File: src/rtl/aud_pkg.sv
// Shared audio-path definitions: recorder FSM states and the sample/address widths
// common to the capture recorder and the playback DSP.
package aud_pkg;
  localparam int AUD_DATA_W = 16;
  localparam int AUD_ADDR_W = 20;

  typedef enum logic [2:0] {
    S_IDLE,
    S_WAIT,
    S_SHIFT,
    S_WRITE,
    S_PAUSE
  } aud_state_e;
endpackage

File: src/rtl/aud_if.sv
// SRAM write port of the audio recorder. Handshake: the slave must accept
// o_address/o_data in every cycle o_we is 1; there is no back-pressure.
interface aud_if
  import aud_pkg::*;
#(
  parameter int DATA_W = AUD_DATA_W,
  parameter int ADDR_W = AUD_ADDR_W
);
  logic [ADDR_W-1:0] o_address;
  logic [DATA_W-1:0] o_data;
  logic              o_we;

  modport master (output o_address, output o_data, output o_we);
  modport slave  (input  o_address, input  o_data, input  o_we);
endinterface

File: src/rtl/aud_i2s_deser.sv
// I2S left-word deserialiser: LRC falling-edge detect (the 1-bit delay slot),
// MSB-first shift register and bit counter, sequenced by the recorder FSM.
module aud_i2s_deser
  import aud_pkg::*;
#(
  parameter int DATA_W = AUD_DATA_W
) (
  input  logic              i_clk,
  input  logic              i_rst_n,
  input  logic              i_hunt,
  input  logic              i_shift,
  input  logic              i_lrc,
  input  logic              i_data,
  output logic              o_slot,
  output logic              o_word_valid,
  output logic [DATA_W-1:0] o_word
);
  localparam int CNT_W = $clog2(DATA_W);

  logic              lrc_q;
  logic [DATA_W-1:0] shreg_q, shreg_d;
  logic [CNT_W-1:0]  bitcnt_q, bitcnt_d;

  // The slot cycle itself carries the previous word's last bit, so it is not shifted.
  assign o_slot       = i_hunt & lrc_q & ~i_lrc;
  assign o_word       = {shreg_q[DATA_W-2:0], i_data};
  assign o_word_valid = i_shift & (bitcnt_q == CNT_W'(DATA_W - 1));

  always_comb begin
    shreg_d  = shreg_q;
    bitcnt_d = bitcnt_q;
    if (o_slot) begin
      bitcnt_d = '0;
    end else if (i_shift) begin
      shreg_d  = {shreg_q[DATA_W-2:0], i_data};
      bitcnt_d = bitcnt_q + CNT_W'(1);
    end
  end

  always_ff @(posedge i_clk) begin
    if (!i_rst_n) begin
      lrc_q    <= 1'b1;
      shreg_q  <= '0;
      bitcnt_q <= '0;
    end else begin
      lrc_q    <= i_lrc;
      shreg_q  <= shreg_d;
      bitcnt_q <= bitcnt_d;
    end
  end
endmodule

File: src/rtl/aud_recorder.sv
// Audio capture recorder: writes one left-channel I2S sample per frame into SRAM
// and tracks the take length for playback.
module aud_recorder
  import aud_pkg::*;
#(
  parameter int              DATA_W   = AUD_DATA_W,
  parameter int              ADDR_W   = AUD_ADDR_W,
  parameter logic [ADDR_W-1:0] MAX_ADDR = '1
) (
  input  logic          i_clk,
  input  logic          i_rst_n,
  input  logic          i_start,
  input  logic          i_pause,
  input  logic          i_stop,
  input  logic          i_lrc,
  input  logic          i_data,
  aud_if.master         sram,
  output logic [ADDR_W:0] o_len,
  output logic          o_full,
  output logic          o_busy,
  output aud_state_e    o_state
);
  localparam int LEN_W = ADDR_W + 1;

  aud_state_e        state_q, state_d;
  logic [ADDR_W-1:0] addr_q, addr_d;
  logic [LEN_W-1:0]  len_q, len_d;
  logic              full_q, full_d;
  logic              we_q, we_d;
  logic [DATA_W-1:0] data_q, data_d;
  logic [ADDR_W-1:0] address_q, address_d;

  logic              slot;
  logic              word_valid;
  logic [DATA_W-1:0] word;

  aud_i2s_deser #(.DATA_W(DATA_W)) u_deser (
    .i_clk        (i_clk),
    .i_rst_n      (i_rst_n),
    .i_hunt       (state_q == S_WAIT),
    .i_shift      (state_q == S_SHIFT),
    .i_lrc        (i_lrc),
    .i_data       (i_data),
    .o_slot       (slot),
    .o_word_valid (word_valid),
    .o_word       (word)
  );

  always_comb begin
    state_d   = state_q;
    addr_d    = addr_q;
    len_d     = len_q;
    full_d    = full_q;
    we_d      = 1'b0;
    data_d    = data_q;
    address_d = address_q;
    case (state_q)
      S_IDLE: begin
        if (i_start) begin
          addr_d  = '0;
          len_d   = '0;
          full_d  = 1'b0;
          state_d = S_WAIT;
        end
      end
      S_WAIT: begin
        if (i_stop)       state_d = S_IDLE;
        else if (i_pause) state_d = S_PAUSE;
        else if (slot)    state_d = S_SHIFT;
      end
      S_SHIFT: begin
        if (i_stop) begin
          state_d = S_IDLE;
        end else if (i_pause) begin
          state_d = S_PAUSE;
        end else if (word_valid) begin
          we_d      = 1'b1;
          data_d    = word;
          address_d = addr_q;
          state_d   = S_WRITE;
        end
      end
      S_WRITE: begin
        // The strobe is already on the bus; stop/pause only pick the next state.
        len_d = LEN_W'(addr_q) + LEN_W'(1);
        if (addr_q == MAX_ADDR) begin
          full_d  = 1'b1;
          state_d = S_IDLE;
        end else begin
          addr_d = addr_q + ADDR_W'(1);
          if (i_stop)       state_d = S_IDLE;
          else if (i_pause) state_d = S_PAUSE;
          else              state_d = S_WAIT;
        end
      end
      S_PAUSE: begin
        if (i_stop)       state_d = S_IDLE;
        else if (i_start) state_d = S_WAIT;
      end
      default: state_d = S_IDLE;
    endcase
  end

  always_ff @(posedge i_clk) begin
    if (!i_rst_n) begin
      state_q   <= S_IDLE;
      addr_q    <= '0;
      len_q     <= '0;
      full_q    <= 1'b0;
      we_q      <= 1'b0;
      data_q    <= '0;
      address_q <= '0;
    end else begin
      state_q   <= state_d;
      addr_q    <= addr_d;
      len_q     <= len_d;
      full_q    <= full_d;
      we_q      <= we_d;
      data_q    <= data_d;
      address_q <= address_d;
    end
  end

  assign sram.o_we      = we_q;
  assign sram.o_data    = data_q;
  assign sram.o_address = address_q;
  assign o_len          = len_q;
  assign o_full         = full_q;
  assign o_busy         = (state_q != S_IDLE) && (state_q != S_PAUSE);
  assign o_state        = state_q;
endmodule
File: src/flat_wrapper.sv
// flat-port wrapper written by rule: the top's interface ports become plain ports
module aud_recorder_flat import aud_pkg::*;
#(
  parameter int              DATA_W   = AUD_DATA_W,
  parameter int              ADDR_W   = AUD_ADDR_W,
  parameter logic [ADDR_W-1:0] MAX_ADDR = '1
)
  (i_clk, i_rst_n, i_start, i_pause, i_stop, i_lrc, i_data, o_len, o_full, o_busy, o_state, sram_o_address, sram_o_data, sram_o_we);
  aud_if #(.DATA_W(DATA_W), .ADDR_W(ADDR_W)) sram_i ();
  input  logic i_clk;
  input  logic i_rst_n;
  input  logic i_start;
  input  logic i_pause;
  input  logic i_stop;
  input  logic i_lrc;
  input  logic i_data;
  output logic [ADDR_W:0] o_len;
  output logic o_full;
  output logic o_busy;
  output aud_state_e o_state;
  output wire logic [$bits(sram_i.o_address)-1:0] sram_o_address;
  output wire logic [$bits(sram_i.o_data)-1:0] sram_o_data;
  output wire logic [$bits(sram_i.o_we)-1:0] sram_o_we;
  assign sram_o_address = sram_i.o_address;
  assign sram_o_data = sram_i.o_data;
  assign sram_o_we = sram_i.o_we;
  aud_recorder #(.DATA_W(DATA_W), .ADDR_W(ADDR_W), .MAX_ADDR(MAX_ADDR)) u_core (.i_clk(i_clk), .i_rst_n(i_rst_n), .i_start(i_start), .i_pause(i_pause), .i_stop(i_stop), .i_lrc(i_lrc), .i_data(i_data), .sram(sram_i), .o_len(o_len), .o_full(o_full), .o_busy(o_busy), .o_state(o_state));
endmodule
File: config.mk
export PLATFORM = sky130hd
export DESIGN_NAME = aud_recorder_flat
export DESIGN_NICKNAME = d
export VERILOG_FILES = /design/src/rtl/aud_pkg.sv /design/src/rtl/aud_if.sv /design/src/rtl/aud_i2s_deser.sv /design/src/rtl/aud_recorder.sv /design/src/flat_wrapper.sv
export SDC_FILE = /design/constraint.sdc
export NUM_CORES = 1
export LEC_CHECK = 0
export CAP_MARGIN = 20
export CORE_MARGIN = 4
export CORE_UTILIZATION = 53
export DETAILED_ROUTE_END_ITERATION = 8
export GPL_TIMING_DRIVEN = 0
export PLACE_DENSITY = 0.91
export SLEW_MARGIN = 40
export SYNTH_ARGS = -nofsm -noshare
export SYNTH_HDL_FRONTEND = slang
export SYNTH_HIERARCHICAL = 1
export SYNTH_SLANG_ARGS = --single-unit
File: constraint.sdc
create_clock -name i_clk -period 2.54 [get_ports i_clk]
set_input_delay 0.508 -clock i_clk [delete_from_list [all_inputs] [get_ports i_clk]]
set_output_delay 0.508 -clock i_clk [all_outputs]
set_load 0.01 [all_outputs]
==> impl_results.md, run 1 <==
- Run status: finished clean
- Main synth FF type: dfxtp_1
- Routed vias/inst: around 5.7
- Vias: about 4000
- Worst Tran Pin Value: 0.600 ns
- # setup viols final: 0
- Async S/R FF share, synth: 0%
- CP startpoint: u_core/o_state[1]
- VDD IR-drop max: 350 uV
- Most frequent cell after synthesis: nand2_1
- GR Util All Layers: a little under a quarter
- Clock Latency Late Sink: 0.37 ns
- Die ar.: 9930 um2
- Port Buffers: 68
- Netlist cell types: between 50 and 60
- CP required: roughly 2.8 ns
- Unrepaired setup endpoints after global routing: no
- Postcts setup bufs: 0
- Post-layout minimum cycle time: 2.34 ns
- Synth top area share: a little under half
- Vias in the first global route: 3894
- Buffer levels on the longest clock path: 2
- GP Congestion: a little under 0.9
- CTS tree: built
- Placed Area: 5260 um2
- CTS clk-pin slew, worst paths: 0.10 ns
- Util after Layout: 66.7%
- DIE HEIGHT: between 90 and 100 um
- Die X: 99.6 um
- Area leader, netlist: dfxtp_1
- CP Data Arrival Time: approximately 2.6 ns
- Minimum setup slack among reg-to-reg paths: 0.20 ns
- Clock skew: 0.00927 ns
- Aggregate global routing overflow: 0
- Clock root cell: clkbuf_8
- Top cells by count, synth: nand2_1, dfxtp_1, a21boi_0, nand3_1, nor2_1
- Initial DRT Pass Iterations: 5
- Reg-to-reg endpoint: u_core/sram.o_data[13]
- Initial Util: 54.4%
- Avg Cell Area, Syn: 8.79 um2
- Reg2Reg Depth: 9
- CTS Sinks: between 100 and 150
- PwrDens: between 500 and 600 nW/um2
- Crit Path Class: reg -> reg
- Sequential fraction of the synthesis area: 45.9%
- Number of synthesized flops with an enable pin: 0
- Ant. Diodes: 0
- Fin Setup TNS: 0 ns
- Pleak: between 1.5 and 2 nW
- Nets@finish: 594
- WL/cell: 15.9 um
- Worst Setup Start Kind: flop
- Fin. Hold Viols: 0
- Syn. warnings: 6
- Cells after synthesis: 506
- Ranking of synthesized cells by area: dfxtp_1, nand2_1, a21boi_0
- Final max-slew violation count: 0
- Routed Antenna Nets: 0
- Final hold slack: 0.411 ns
- Initial antenna violation count: 0
- Synth-to-Final Area Change: 22.5%
- Net count after synthesis: 515
- Synth Register Bits: 102
- First-pass GRT wire length: approximately 18000 um
- DRC violations left: 0
- Cells after DPL: a little under 700
- Final HPWL DP: 7890 um
- Total wire length: 11000 um
- CTS resizes: 0
- Critical Path Sink: u_core/sram.o_data[13]
- Site row count: 33
- Final Instance Area: 5450 um2
- Initial DRC Count: 274
- Syn Std Cell Area: 4450 um2
- # hold bufs at CTS: 0
- Post-Layout Cell Count: 695
- Pin count of the biggest net entering global routing: 17
- Boundary Pins: 70
- Max Cap Viol: 0
- TritonCTS Buffers: 9
- Core area: 8180 um2
- Share of post-route cells with drive strength above 1: 8.98%
- Reg2Reg Launch Point: u_core/o_state[1]
- Htree depth: 3
- CP endpoint kind: flop
- Fmax: 428 MHz
- Crit Path Max Fanout: 10
- Final worst-path cycle share: 92.0%
- Max-slew headroom: about three fifths
- HP Class: in -> reg
## per-layer routing
metal / vias to the layer above / wire [um] / share of wire, % / GRT usage, %
met4: 0 / 244 / 2.2 / 7.46
li1: 1883 / - / - / -
met2: 187 / 5480 / 50 / 39.2
met5: - / 0 / 0 / 0
met1: 1884 / 4470 / 41 / 27.2
met3: 36 / 833 / 7.6 / 5.82
## area by class of cell
type	count	area [um2]
fill	663	2730
multi-input combinational	360	2170
sequential	102	2040
timing repair buffer	68	681
buffer	37	206
tap	105	131
clock buffer	10	128
clock inverter	6	61.3
inverter	7	26.3
## critical path, stage by stage, from the launching register on
cell and delay, ns:
dfxtp_1 0.36, buf_2 0.22, nand2b_1 0.12, nor2_1 0.20, buf_6 0.18, and4_1 0.22, nand3_1 0.31, clkbuf_1 0.37
nand2_1 0.16, a21boi_0 0.08
## cells by family after synthesis
family	after synthesis	share of synthesized area [%]
and+or+nand+nor	222	24.3
DFF	102	45.9
AOI/OAI and AO/OA	100	16.5
buffers and inverters	44	5.23
xor gates and xnor gates	19	3.74
muxes	17	3.82
adders and majority gates	2	0.562
## cells in the final DEF, fill, tap and decap left out, types with 3 or more instances in the layout
cell type / n
buf_2: 13
buf_6: 4
o22ai_1: 8
nor2b_1: 10
dfxtp_1: 102
clkdlybuf4s50_1: 68
inv_1: 7
clkbuf_8: 9
nor3_1: 6
nand2_1: 126
o21ai_1: 10
nand3_1: 24
mux2i_1: 17
nor2_1: 19
a22oi_1: 9
a21oi_1: 4
nand4_1: 6
nand3b_1: 5
clkinv_2: 3
xor2_1: 12
clkbuf_1: 15
xnor2_1: 7
nand2b_1: 4
a21boi_1: 6
o21ai_0: 4
nor2_4: 3
o21a_1: 3
a21boi_0: 43
## registers in the layout, indices dropped and copies added, names as in the netlist
signal                   count
u_core/u_deser/bitcnt_q      4
u_core/sram.o_data          16
u_core/o_state               3
u_core/u_deser/lrc_q         1
u_core/addr_q               20
u_core/sram.o_we             1
u_core/o_full                1
u_core/o_len                21
u_core/sram.o_address       20
u_core/u_deser/shreg_q      15
## worst min-delay path by stage
| stage | start | end | depth (start not counted) |
|---|---|---|---|
| finish | i_rst_n | u_core/u_deser/lrc_q | 2 |
| global route | i_rst_n | u_core/u_deser/lrc_q | 2 |
| CTS | i_rst_n | u_core/u_deser/lrc_q | 2 |
| detailed placement | u_core/u_deser/shreg_q[2] | u_core/sram.o_data[3] | 2 |
| global placement | u_core/sram.o_address[5] | u_core/sram.o_address[5] | 2 |
| floorplan | u_core/u_deser/shreg_q[2] | u_core/sram.o_data[3] | 2 |
## report_power, final
group | switching, W | internal [W] | total [W]
Clock | 0.000543 | 0.000454 | 0.000997
Sequential | 0.00000309 | 0.00160 | 0.00160
Combinational | 0.0000951 | 0.0000654 | 0.000161
## stage by stage
stage	worst slack, ns	power (W)
final	0.203	0.00276
after global routing	0.00743	0.00285
after CTS	0.234	0.00278
after detailed placement	0.0339	0.00180
after global placement	0.0795	0.00179
after floorplan	0.620	0.00175
Note: power is estimated with default switching activity, not from simulation.
==> inputs of run 2 (changes only) <==
--- a/config.mk
+++ b/config.mk
@@ -7,10 +7,10 @@
 export LEC_CHECK = 0
 export CAP_MARGIN = 20
 export CORE_MARGIN = 4
-export CORE_UTILIZATION = 53
+export CORE_UTILIZATION = 45
 export DETAILED_ROUTE_END_ITERATION = 8
 export GPL_TIMING_DRIVEN = 0
-export PLACE_DENSITY = 0.91
+export PLACE_DENSITY = 0.81
 export SLEW_MARGIN = 40
 export SYNTH_ARGS = -nofsm -noshare
 export SYNTH_HDL_FRONTEND = slang
==> constraint.sdc (replaced) <==
create_clock -name i_clk -period 3 [get_ports i_clk]
set_input_delay 0.6 -clock i_clk [delete_from_list [all_inputs] [get_ports i_clk]]
set_output_delay 0.6 -clock i_clk [all_outputs]
set_load 0.01 [all_outputs]
==> run 2 against run 1 <==
  * Sequential power is 15% lower
  * Register-to-register slack better by 0.46 ns
  * Worst hold slack better by 0.054 ns
  * Final area is 0.83% higher
  * Critical path type unchanged
==> impl_results.md, run 2 (synthesized netlist as in run 1, its figures left out) <==
- Hold Path End: u_core/o_len[14]
- Core area: roughly 9700 um2
- Final Instance Area: 5500 um2
- CP endpoint kind: flop
- PwrDens: around 430 nW/um2
- CTS tree: built
- Placed Area: 5300 um2
- # fillers: 869
- Crit Path Max Fanout: 10
- Reg-to-reg endpoint: u_core/sram.o_address[18]
- Final worst-path cycle share: 78.0%
- # setup viols final: 0
- Most frequent cells in the layout: nand2_1, dfxtp_1, clkdlybuf4s50_1
- Clock share of power: a little under two fifths
- Boundary Pins: 70
- Share of post-route cells with drive strength above 1: 8.98%
- Reg2Reg Depth: 9
- Final hold slack: 0.465 ns
- Die X: 107 um
- GP Congestion: 0.874
- Power consumption: around 0.0024 W
- Nets@finish: 594
- Reg power frac: 57.1%
- Routed Antenna Nets: 0
- Htree depth: 3
- Critical-path top delay cell: dfxtp_1
- Synth-to-Final Area Change: 23.5%
- Max Cap Viol: 0
- Postcts setup bufs: 0
- Buf/Inv on CP: 3
- VDD IR-drop max: between 200 and 300 uV
- CTS clk-pin slew, worst paths: 0.10 ns
- Final max-slew violation count: 0
- WHS Path Cells: 2
- Initial Util: 45.9%
- Fin. Hold Viols: 0
- Worst Tran Pin Value: 0.623 ns
- CP required: 3.25 ns
- Worst Setup Start Kind: flop
- Crit path largest cell delay: ~0.38 ns
- Hold Crit Start: u_core/o_len[14]
- GR Util All Layers: 20.3%
- Max-slew headroom: 58.5%
- Final HPWL DP: 8230 um
- Initial DRC Count: 244
- Initial antenna violation count: 0
- Comb power frac: 5.8%
- Clock Latency Late Sink: between 0.3 and 0.4 ns
- Crit Path Class: reg -> reg
- Clock skew: 0.0112 ns
- Reg2Reg Launch Point: u_core/o_state[1]
- Vias in the first global route: 3836
- Site row count: 36
- DRC violations left: 0
- Sw frac: about 24%
- Buffer levels on the longest clock path: 2
- Post-layout minimum cycle time: about 2.3 ns
- First-pass GRT wire length: 18600 um
- Largest register FFs: 21
- CP Data Arrival Time: between 2 and 3 ns
- Commonest non-fill, non-tap cell in the layout: nand2_1
- Clock root cell: clkbuf_8
- Internal power: 0.00180 W
- Fin Setup TNS: 0 ns
- Vias: 3819
- P_sw: 0.000573 W
- Unrepaired setup endpoints after global routing: no
- Fmax: 427 MHz
- Multi-input logic area: 2170 um2
- CTS resizes: 0
- TritonCTS Buffers: 9
- Routed vias/inst: 5.27
- Pleak: 1.98 nW
- CTS Sinks: 102
- Run status: finished clean
- Aggregate global routing overflow: 0
- Sequential Area: 2040 um2
- Crit-path cells: buf_2 -> nand2b_1 -> nor2_1 -> buf_6 -> and4_1 -> nand3_1 -> clkbuf_1 -> nand2_1 -> a21boi_0
- Minimum setup slack among reg-to-reg paths: ~0.66 ns
- Total wire length: 11300 um
- WL/cell: 15.6 um
- Top cell family by delay on the critical path: simple AND/OR/NAND/NOR gates
- Die ar.: 11500 um2
- HP Class: reg -> reg
- # hold bufs at CTS: 0
- Pin count of the biggest net entering global routing: 18
- Initial DRT Pass Iterations: 6
- DIE HEIGHT: 107 um
- Port Buffers: 68
run 2: final cells by class:
| class | instances | share of cell area (%) |
|---|---|---|
| multi-input combinational | 360 | 39.6 |
| sequential | 102 | 37.2 |
| timing repair buffer | 68 | 12.4 |
| buffer | 37 | 3.76 |
| tap | 133 | 3.03 |
| clock buffer | 10 | 2.32 |
| clock inverter | 6 | 1.25 |
| inverter | 7 | 0.478 |
| antenna | 1 | 0.0455 |
run 2: metal layers:
layer,share of wire (%),up-vias,track usage (%)
li1,-,1878,-
met1,43,1795,24.9
met2,49,127,34.7
met3,6.2,19,4.62
met4,2.0,0,7.39
met5,0,-,0
run 2: power groups by stage:
| stage | logic, W | clock network, W | registers (W) |
|---|---|---|---|
| finish | 0.000138 | 0.000881 | 0.00136 |
| floorplan | 0.0000895 | 0 | 0.00139 |
| CTS | 0.000136 | 0.000899 | 0.00136 |
| global route | 0.000149 | 0.000955 | 0.00136 |
| detailed placement | 0.000136 | 0 | 0.00139 |
| global placement | 0.000134 | 0 | 0.00139 |
run 2: worst max path at each step:
stage / depth (start not counted) / end / startpoint / slack [ns]
after detailed placement: 8 / u_core/addr_q[3] / i_start / 0.38
after global routing: 9 / u_core/sram.o_address[18] / u_core/o_state[1] / 0.45
after floorplan: 7 / u_core/addr_q[4] / i_start / 1.07
final: 9 / u_core/sram.o_address[18] / u_core/o_state[1] / 0.66
after global placement: 6 / u_core/addr_q[19] / i_start / 0.43
after CTS: 9 / u_core/sram.o_address[18] / u_core/o_state[1] / 0.64
run 2: stage by stage:
stage	cells	util [%]	setup slack, ns
5_1_grt	723	56.7	0.451
3_5_place_dp	707	54.7	0.383
4_1_cts	723	56.7	0.644
6_report	724	56.7	0.659
2_1_floorplan	506	-	1.07
3_3_place_gp	707	54.7	0.429
run 2: worst register-to-register path: cells and delay by family (launching register included):
family	cells	cell delay (ns)
DFF	1	0.38
AOI/OAI and AO/OA	1	0.09
and+or+nand+nor	5	1.03
buffers and inverters	3	0.75
==> inputs of run 3 (changes only) <==
==> constraint.sdc (replaced) <==
create_clock -name i_clk -period 2.3 [get_ports i_clk]
set_input_delay 0.46 -clock i_clk [delete_from_list [all_inputs] [get_ports i_clk]]
set_output_delay 0.46 -clock i_clk [all_outputs]
set_load 0.01 [all_outputs]
==> run 3 against run 2 <==
  * Worst hold slack got worse by 0.11 ns
  * Largest power group unchanged
  * Global-route usage stayed put
  * Setup slack got worse by 0.52 ns
  * Wire length decreased by 0.20%
  * Non-clock buffer count did not move
  * Clock skew up 0.00085 ns
==> impl_results.md, run 3 (synthesized netlist as in run 1, its figures left out) <==
- Run status: finished clean
- DIE HEIGHT: 107 um
- Clock Latency Late Sink: 0.37 ns
- # hold bufs at CTS: 0
- Final Instance Area: ~5500 um2
- Routed Antenna Nets: 0
- Die ar.: 11500 um2
- GP Congestion: 0.874
- Initial antenna violation count: 0
- Util after Layout: between 50% and 60%
- Placed Area: between 5000 and 6000 um2
- CTS resizes: 3
- Top cell family by delay on the critical path: buffers and inverters
- Pin count of the biggest net entering global routing: 18
- Clock skew: 0.0121 ns
- # setup viols final: 0
- Max Cap Viol: 0
- Buffer levels on the longest clock path: 2
- Clock root cell: clkbuf_8
- CP endpoint kind: flop
- Htree depth: 3
- Fin. Hold Viols: 0
- Unrepaired setup endpoints after global routing: no
- Die X: 107 um
- Initial DRC Count: 240
- Nets@finish: 594
- Initial Util: 45.9%
- Postcts setup bufs: 0
- CP most frequent cell: clkbuf_4
- Commonest non-fill, non-tap cell in the layout: nand2_1
- Site row count: 36
- Aggregate global routing overflow: 0
- CTS clk-pin slew, worst paths: 0.09 ns
- Routed vias/inst: 5.23
- Core area: 9680 um2
- Crit-path cells: clkbuf_4 -> nand2b_1 -> nor2_2 -> buf_6 -> and4_1 -> and3_1 -> clkbuf_4 -> buf_4 -> nand2_1 -> a21boi_0
- CP required: 2.59 ns
- Most frequent cells in the layout: nand2_1, dfxtp_1, clkdlybuf4s50_1
- Final HPWL DP: 8230 um
- Pleak: 1.98 nW
- Buf/Inv on CP: 4
- Setup WS pre-CTS: -0.177 ns
- Largest register FFs: 21
- Vias: 3784
- VDD IR-drop max: 334 uV
- Ant. Diodes: 0
- CTS Sinks: slightly above 100
- GR Util All Layers: 20.3%
- Critical-path top delay cell: dfxtp_1
- Post-layout minimum cycle time: 2.16 ns
- First-pass GRT wire length: 18600 um
- WL/cell: 15.6 um
- Boundary Pins: 70
- CP Data Arrival Time: 2.46 ns
- Synth-to-Final Area Change: 24.1%
- Worst Setup Start Kind: flop
- Crit Path Class: reg -> reg
- Worst Tran Pin Value: approximately 0.64 ns
- DRC violations left: 0
- Fin Setup TNS: 0 ns
- Final worst slack: 0.138 ns
- Vias in the first global route: between 3000 and 4000
- Fmax: roughly 460 MHz
- Port Buffers: 68
- Final worst-path cycle share: 94.0%
- Max-slew headroom: a little under three fifths
- Total wire length: 11300 um
- Crit path largest cell delay: about 0.38 ns
- Share of post-route cells with drive strength above 1: under 10%
- TritonCTS Buffers: 9
- PwrDens: 561 nW/um2
- Crit Path Max Fanout: 10
- Minimum setup slack among reg-to-reg paths: 0.14 ns
- Initial DRT Pass Iterations: 4
- CTS tree: built
- HP Class: in -> reg
- Final max-slew violation count: 0
run 3: changes by cell type in the layout (fill, tap and decap cells not counted):
| cell | change |
|---|---|
| diode_2 | -1 |
| nand3_4 | +1 |
| clkbuf_1 | -1 |
| clkbuf_2 | +1 |
| nor2_1 | -1 |
| clkbuf_4 | +2 |
| nor2_2 | +1 |
| buf_2 | -5 |
| buf_4 | +3 |
| nand3_1 | -1 |
run 3: path summary, 6_finish.rpt:
check,startpoint,end,depth (start not counted)
hold / removal,i_rst_n,u_core/u_deser/lrc_q,2
setup / recovery,u_core/o_state[1],u_core/sram.o_address[16],10
hold reg to reg,u_core/o_len[14],u_core/o_len[14],2
setup reg to reg,u_core/o_state[1],u_core/sram.o_address[16],10
run 3: through the flow:
step | std cells | total power [W] | hold slack (ns)
6_report | 723 | 0.00310 | 0.358
5_1_grt | 723 | 0.00321 | 0.342
4_1_cts | 723 | 0.00312 | 0.337
3_5_place_dp | 707 | 0.00199 | 0.454
3_3_place_gp | 707 | 0.00199 | 0.442
2_1_floorplan | 506 | 0.00193 | 0.431
run 3: routing by layer:
layer	up-vias	part of all wire, %	track usage [%]	wire length (um)
met3	20	4.9	4.62	555
li1	1877	-	-	-
met1	1785	45	24.9	5020
met4	0	2.3	7.39	259
met2	102	48	34.7	5420
met5	-	0	0	0
run 3: final cells by class:
| cell class | count | area, um2 |
|---|---|---|
| plain buffers | 37 | 220 |
| clock inverters | 6 | 68.8 |
| well taps | 133 | 166 |
| clock buffers | 10 | 128 |
| multi-input cells | 360 | 2190 |
| flip-flops and latches | 102 | 2040 |
| repair buffers | 68 | 681 |
| fillers | 865 | 4160 |
| inverters | 7 | 26.3 |
run 3: worst reg2reg max path, stage by stage (launching register included):
cell	delay [ns]
dfxtp_1	0.38
clkbuf_4	0.21
nand2b_1	0.12
nor2_2	0.17
buf_6	0.17
and4_1	0.25
and3_1	0.16
clkbuf_4	0.20
buf_4	0.21
nand2_1	0.09
a21boi_0	0.15
run 3: report_power, final:
| group | switching [W] | internal (W) |
|---|---|---|
| Clock | 0.000634 | 0.000512 |
| Combinational | 0.000108 | 0.0000724 |
| Sequential | 0.00000327 | 0.00177 |
| Total | 0.000745 | 0.00235 |
